[src/rtl/pulse_meter.sv]
`default_nettype none
// ============================================================================
// Module   : pulse_meter
// Brief    : Synchronises an asynchronous pulse train and reports the high
//            width and rise-to-rise period of each complete period in clks.
// Revision : 1.0 - initial release
// ============================================================================
module pulse_meter #(
    parameter int CNT_W       = 16,
    parameter int SYNC_STAGES = 2
) (
    input  logic             clk,
    input  logic             reset,
    input  logic             enable,
    input  logic             pulse_in,
    output logic [CNT_W-1:0] high_width,
    output logic [CNT_W-1:0] period,
    output logic             meas_valid,
    output logic             overflow,
    output logic             busy
);

    typedef enum logic [1:0] {
        ST_IDLE  = 2'd0,
        ST_ARMED = 2'd1,
        ST_HIGH  = 2'd2,
        ST_LOW   = 2'd3
    } state_t;

    localparam logic [CNT_W-1:0] c_cnt_max = {CNT_W{1'b1}};
    localparam logic [CNT_W-1:0] c_cnt_one = {{(CNT_W-1){1'b0}}, 1'b1};

    logic [SYNC_STAGES-1:0] r_sync;
    logic [SYNC_STAGES-1:0] r_fill;
    logic                   r_s_d;
    state_t                 r_state;
    state_t                 w_state_nxt;
    logic [CNT_W-1:0]       r_pcnt;
    logic [CNT_W-1:0]       r_hw_lat;

    logic w_s;
    logic w_sync_ok;
    logic w_rise;
    logic w_fall;
    logic w_open;
    logic w_close;
    logic w_latch_hw;
    logic w_sat;
    logic w_counting;

    assign w_s       = r_sync[SYNC_STAGES-1];
    assign w_sync_ok = r_fill[SYNC_STAGES-1];
    assign w_rise    = w_s & ~r_s_d;
    assign w_fall    = ~w_s & r_s_d;
    assign busy      = (r_state == ST_HIGH) || (r_state == ST_LOW);

    // r_fill marks when the last sync stage holds a real sample rather than
    // its reset value, so a pulse already high at reset is not mistaken for low.
    always_ff @(posedge clk or posedge reset) begin
        if (reset) begin
            r_sync <= '0;
            r_fill <= '0;
            r_s_d  <= 1'b0;
        end else begin
            r_sync <= {r_sync[SYNC_STAGES-2:0], pulse_in};
            r_fill <= {r_fill[SYNC_STAGES-2:0], 1'b1};
            r_s_d  <= w_s;
        end
    end

    always_ff @(posedge clk or posedge reset) begin
        if (reset) begin
            r_state <= ST_IDLE;
        end else begin
            r_state <= w_state_nxt;
        end
    end

    always_comb begin
        w_state_nxt = r_state;
        w_open      = 1'b0;
        w_close     = 1'b0;
        w_latch_hw  = 1'b0;
        w_sat       = 1'b0;
        if (!enable) begin
            w_state_nxt = ST_IDLE;
        end else begin
            case (r_state)
                ST_IDLE: begin
                    if (w_sync_ok && !w_s) begin
                        w_state_nxt = ST_ARMED;
                    end
                end
                ST_ARMED: begin
                    if (w_rise) begin
                        w_state_nxt = ST_HIGH;
                        w_open      = 1'b1;
                    end
                end
                ST_HIGH: begin
                    if (w_fall) begin
                        w_state_nxt = ST_LOW;
                        w_latch_hw  = 1'b1;
                    end else if (r_pcnt == c_cnt_max) begin
                        w_state_nxt = ST_IDLE;
                        w_sat       = 1'b1;
                    end
                end
                ST_LOW: begin
                    if (w_rise) begin
                        w_state_nxt = ST_HIGH;
                        w_open      = 1'b1;
                        w_close     = 1'b1;
                    end else if (r_pcnt == c_cnt_max) begin
                        w_state_nxt = ST_IDLE;
                        w_sat       = 1'b1;
                    end
                end
                default: begin
                    w_state_nxt = ST_IDLE;
                end
            endcase
        end
    end

    assign w_counting = enable && busy;

    // The closing rise registers the report, so meas_valid lands one clk later
    // carrying the pcnt value seen at the rise (which equals the period).
    always_ff @(posedge clk or posedge reset) begin
        if (reset) begin
            r_pcnt     <= '0;
            r_hw_lat   <= '0;
            high_width <= '0;
            period     <= '0;
            meas_valid <= 1'b0;
            overflow   <= 1'b0;
        end else begin
            meas_valid <= w_close;
            if (w_open) begin
                r_pcnt <= c_cnt_one;
            end else if (w_counting && !w_sat) begin
                r_pcnt <= r_pcnt + c_cnt_one;
            end
            if (w_latch_hw) begin
                r_hw_lat <= r_pcnt;
            end
            if (w_close) begin
                high_width <= r_hw_lat;
                period     <= r_pcnt;
                overflow   <= 1'b0;
            end else if (w_sat) begin
                overflow <= 1'b1;
            end
        end
    end

endmodule
`default_nettype wire

[config.mk]
export PLATFORM = sky130hd
export DESIGN_NAME = pulse_meter
export DESIGN_NICKNAME = d
export VERILOG_FILES = /design/src/rtl/pulse_meter.sv
export SDC_FILE = /design/constraint.sdc
export NUM_CORES = 1
export LEC_CHECK = 0
export ABC_AREA = 1
export ABC_CLOCK_PERIOD_IN_PS = 2940
export BUFFER_PORTS_ARGS = -buffer_cell sky130_fd_sc_hd__buf_4
export CAP_MARGIN = 20
export CORE_MARGIN = 8
export CORE_UTILIZATION = 46
export CTS_BUF_LIST = sky130_fd_sc_hd__clkbuf_8
export DETAILED_ROUTE_END_ITERATION = 8
export PLACE_DENSITY = 0.72
export SYNTH_ARGS = -nofsm -noshare
export SYNTH_HDL_FRONTEND = slang
export SYNTH_SLANG_ARGS = --single-unit
[constraint.sdc]
create_clock -name clk -period 2.94 [get_ports clk]
set_input_delay 0.735 -clock clk [delete_from_list [all_inputs] [get_ports clk]]
set_output_delay 0.735 -clock clk [all_outputs]
set_load 0.005 [all_outputs]
Word level (Yosys, flattened, before mapping)
Index checks and enable logic that the tools add are counted.
{ "totals": {"elab_cells": 56, "out_inout_bits": 35, "ff_bits": 73} }
{ "op_classes": {"add_sub_neg": 1, "n_reduce_logical": 11, "n_bitwise": 4, "eq_ne": 6, "muxes": 24} }
{ "op_table": {"columns": ["operator", "count"], "rows": [
  ["16-bit 2-to-1 mux", 2],
  ["16-bit by 1-bit adder with 16-bit output (second input constant)", 1],
  ["16-bit equality test (second input constant)", 1],
  ["1-bit 2-to-1 mux", 14],
  ["2-bit 2-to-1 mux", 6],
  ["2-bit one-hot mux with 4 select lines", 1],
  ["3-bit inequality test (second input constant)", 2],
  ["2-bit equality test (second input constant)", 2],
  ["2-bit nonzero test", 2],
  ["1-bit logical AND", 3],
  ["1-bit AND", 2],
  ["2-bit by 1-bit equality test with 1-bit output (second input constant)", 1],
  ["1-bit zero test", 2],
  ["2-bit zero test", 1],
  ["1-bit NOT", 2],
  ["1-bit one-hot mux with 2 select lines", 1],
  ["2-bit AND reduction", 1],
  ["2-bit OR reduction", 1],
  ["1-bit logical OR", 1]
]} }

Depth between registers and ports, before layout
{ "depth": {"ltp_word": 9, "depth_mapped": 10, "ltp_nobuf": 9} }

Least setup slack after synthesis
OpenSTA, ideal clock, no wires.
{ "synth_timing": {"kind": "input port to flip-flop", "startpoint": "input enable", "endpoint": "register high_width[0]", "slack_ns": 1.254, "cell_stages": 9, "t_arrival_ns": 1.569, "path_buffers": 2, "required_ns": 2.824, "path_cell_list": "nand2_2 nor2_8 inv_4 nor2_8 inv_2 buf_6 buf_6 nand2_1 nand2_1"} }
{ "synth_between": {"elab_chain_cells": 1} }
{ "synth_lines": {"columns": ["element", "line_no", "text"], "rows": [
  ["start, declared", "14", "input logic enable,"],
  ["1-bit 2-to-1 mux", "85", "if (!enable) begin"],
  ["end signal, assigned", "149", "high_width <= r_hw_lat;"],
  ["end, declared", "16", "output logic [CNT_W-1:0] high_width,"]
]} }
No other way between the ends.
A chain may end at the register's enable or synchronous reset.

Worst setup path in the final report
{ "layout_timing": {"startpoint": "register r_pcnt[0]", "endpoint": "register r_pcnt[9]"} }
{ "layout_between": {"elab_chain_cells": 8} }
{ "layout_lines": {"columns": ["element", "line_no", "text"], "rows": [
  ["start, declared", "38", "logic [CNT_W-1:0] r_pcnt;"],
  ["start signal, assigned", "141", "r_pcnt <= c_cnt_one;"],
  ["start signal, assigned", "143", "r_pcnt <= r_pcnt + c_cnt_one;"],
  ["16-bit equality test", "104, 114", null],
  ["1-bit 2-to-1 mux", "104, 114", null],
  ["1-bit 2-to-1 mux (on tied branches)", "110, 101", null],
  ["1-bit one-hot mux with 2 select lines", "88", "case (r_state)"],
  ["1-bit 2-to-1 mux", "85", null],
  ["1-bit zero test", "142", "end else if (w_counting && !w_sat) begin"],
  ["1-bit logical AND", "142", null],
  ["2-bit nonzero test (no line)", null, null]
]} }
Parallel ways exist; a longest one is shown, timed or not. The select of a mux whose other input is x is not followed.

==> metrics.yaml <==
slowest_delay_ns: 0.45
placed_area_um2: 3520
muxShareOfSynthArea_pct: 0
num_antenna_cells: 0
syn-num-nets: 378
synth_compound_area_share_pct: 8.05
power_density_nw_per_um2: 712
final_common_cell: "nand2_1"
detail-route-antenna-nets: 0
netlist_area_um2: 3200
hold_class: "reg -> reg"
gp_congestion: 0.869
drtPass1Iterations: 4
timing.fmax_ghz: 0.523
wl_per_cell_um: 13.1
p_leak_nw: 1.89
nNetsFinal: 415
vias_per_cell: 4.96
period_needed_ns: 1.91
dp_hpwl_um: 4600
status: "finished clean"
power.total_mw: 2.68
holdPathStages: 0
cpMostUsedCell: "nand2_2"
finalInstanceArea_um2: 3760
start_util_pct: 47.4
synthArstFlopShare_pct: 100
cts_resized: 0
grt_pass1_wl_um: 11500
postCtsSetupBuffers: 0
die_w_um: 99.4
yosys.area_share.adder_pct: 0.391
yosys_warnings: 0
antenna_found_initial: 0
tns_ns: 0
io_pins: 39
synthXorXnorAreaFrac_pct: 1.37
clock_sinks: 73
crit_required_ns: 3.15
peakVddDrop_v: 0.000435
final.setup_skew_ns: 0.0112
slowest_stage: "dfrtp_1"
die_y_um: 99.4
crit_path_end_kind: "register"
synth-edff-count: 0
grt_remaining_overflow: 0
cts.path.max_buffers: 2
drt_iter0_markers: 154
r2r_cells: 8
crit_type: "reg -> reg"
grt_pass1_vias: 2407
fillCellCount: 602
synth_top_family_by_area: "simple AND/OR/NAND/NOR gates"
cts_root_buf: "clkbuf_8"
grt_usage_pct: 14.4
hold_start: "r_sync[0]"
yosys.area_share.simple_pct: 26.6
clkTransAtPathRegs_ns: 0.07
max_cap_viol_count: 0
r2r-start: "r_pcnt[0]"
finalHoldViolCount: 0
drc: 0
crit_family: "simple AND/OR/NAND/NOR gates"
ys_seq_elements: 73
numCtsBuffers: 9
synth_top_flop_cell: "dfrtp_1"
critPathMaxFanout: 21
crit_buf_inv: 0
area_growth_pct: 17.5
maxSlewViolCount: 0
io_buffer_count: 38
worstPathCellList: "ha_1 -> nand2_1 -> nor2_2 -> nand2_2 -> nor2_4 -> nand2_2 -> nand2_2 -> o21ai_0"
finalSetupViolCount: 0
synth.avg_cell_area_um2: 8.59
clock_latency_ns: 0.34
synth_cell_types: 25
final_core_util_pct: 55.7
mostFrequentLayoutCells: "nand2_1 (134), dfrtp_1 (73), buf_4 (39)"
startpoint_type: "register"
htreeDepth: 3
hold_end: "r_sync[1]"
dieArea_um2: 9890
yosysSeqAreaShare_pct: 57.0
drive_above_1_share_pct: 16.6
rows: 30
core_area_um2: 6760
crit_arrival_ns: 2.12
fin_crit_sh_pct: 65.0
cts_hold_buf: 0
reg2reg_to: "r_pcnt[9]"
r2r_slack_ns: 1.03
routed_wl_um: 6480
num_vias: 2453
rsz0062_at_grt: "no"
cts_tree: "done"
grt_max_degree: 50
slew_headroom_pct: 39.6
postSynthCellCount: 373
tightest_slew_ns: 0.904
[final cells by class]
cell class | count | area (um2) | share of cell area (%)
Sequential cell | 73 | 1830 | 48.5
Multi-Input combinational cell | 257 | 1170 | 31.1
Timing Repair Buffer | 40 | 313 | 8.31
Clock buffer | 9 | 124 | 3.29
Clock inverter | 7 | 119 | 3.16
Inverter | 29 | 111 | 2.96
Tap cell | 80 | 100 | 2.66
[stage by stage]
stage | hold slack (ns) | worst slack, ns | std cells
after detailed placement | 0.337 | 0.741 | 479
after global placement | 0.333 | 0.806 | 479
final | 0.351 | 1.03 | 495
after floorplan | 0.331 | 0.352 | 373
after CTS | 0.355 | 1.01 | 495
after global routing | 0.355 | 0.767 | 495
[report_power, final]
group          switching (mW)  internal [mW]
combinational           0.292          0.191
clock                   0.375          0.565
sequential              0.116           1.14
total                   0.783           1.89
[worst register-to-register path, stage by stage (launching register included)]
cell and delay, ns:
dfrtp_1 0.45, ha_1 0.29, nand2_1 0.12, nor2_2 0.16, nand2_2 0.11, nor2_4 0.16, nand2_2 0.07, nand2_2 0.29
o21ai_0 0.15
[cells by family after synthesis]
kind of cell / count (synthesis)
AOI/OAI and AO/OA: 51
xor gates and xnor gates: 5
adders and majority gates: 1
buffers and inverters: 43
DFF: 73
other: 1
and+or+nand+nor: 199
[registers in the layout, indices dropped and copies added, names as in the netlist]
name	cells
high_width	16
meas_valid	1
r_s_d	1
r_fill	2
r_sync	2
period	16
r_state	2
r_hw_lat	16
overflow	1
r_pcnt	16
[synth_stat cells, types with 4 or more instances]
library cell	n	area [um2]
nand2_2	5	31.3
nor2_1	27	101
nand2_1	134	503
nand3_1	18	90.1
o21ai_1	20	100
nand4_1	6	37.5
clkbuf_1	4	15.0
o21ai_0	28	140
xor2_1	5	43.8
dfrtp_1	73	1830
buf_6	4	45.0
inv_1	26	97.6
buf_2	4	20.0
[how the worst max path moves through the flow]
stage | from | end | slack, ns | depth (start not counted)
after floorplan | reset | high_width[0] | 0.35 | 1
after global placement | enable | period[12] | 0.81 | 8
after detailed placement | enable | period[0] | 0.74 | 8
after CTS | r_pcnt[0] | r_pcnt[9] | 1.01 | 8
after global routing | r_state[0] | r_hw_lat[10] | 0.77 | 6
final | r_pcnt[0] | r_pcnt[9] | 1.03 | 8
[metal layers]
metal / global-route usage [%] / part of all wire (%)
met5: 0 / 0
met4: 5.01 / 1.3
met3: 5.31 / 6.3
met2: 21.6 / 44
met1: 18.5 / 48
Note: power is estimated with default switching activity, not from simulation.
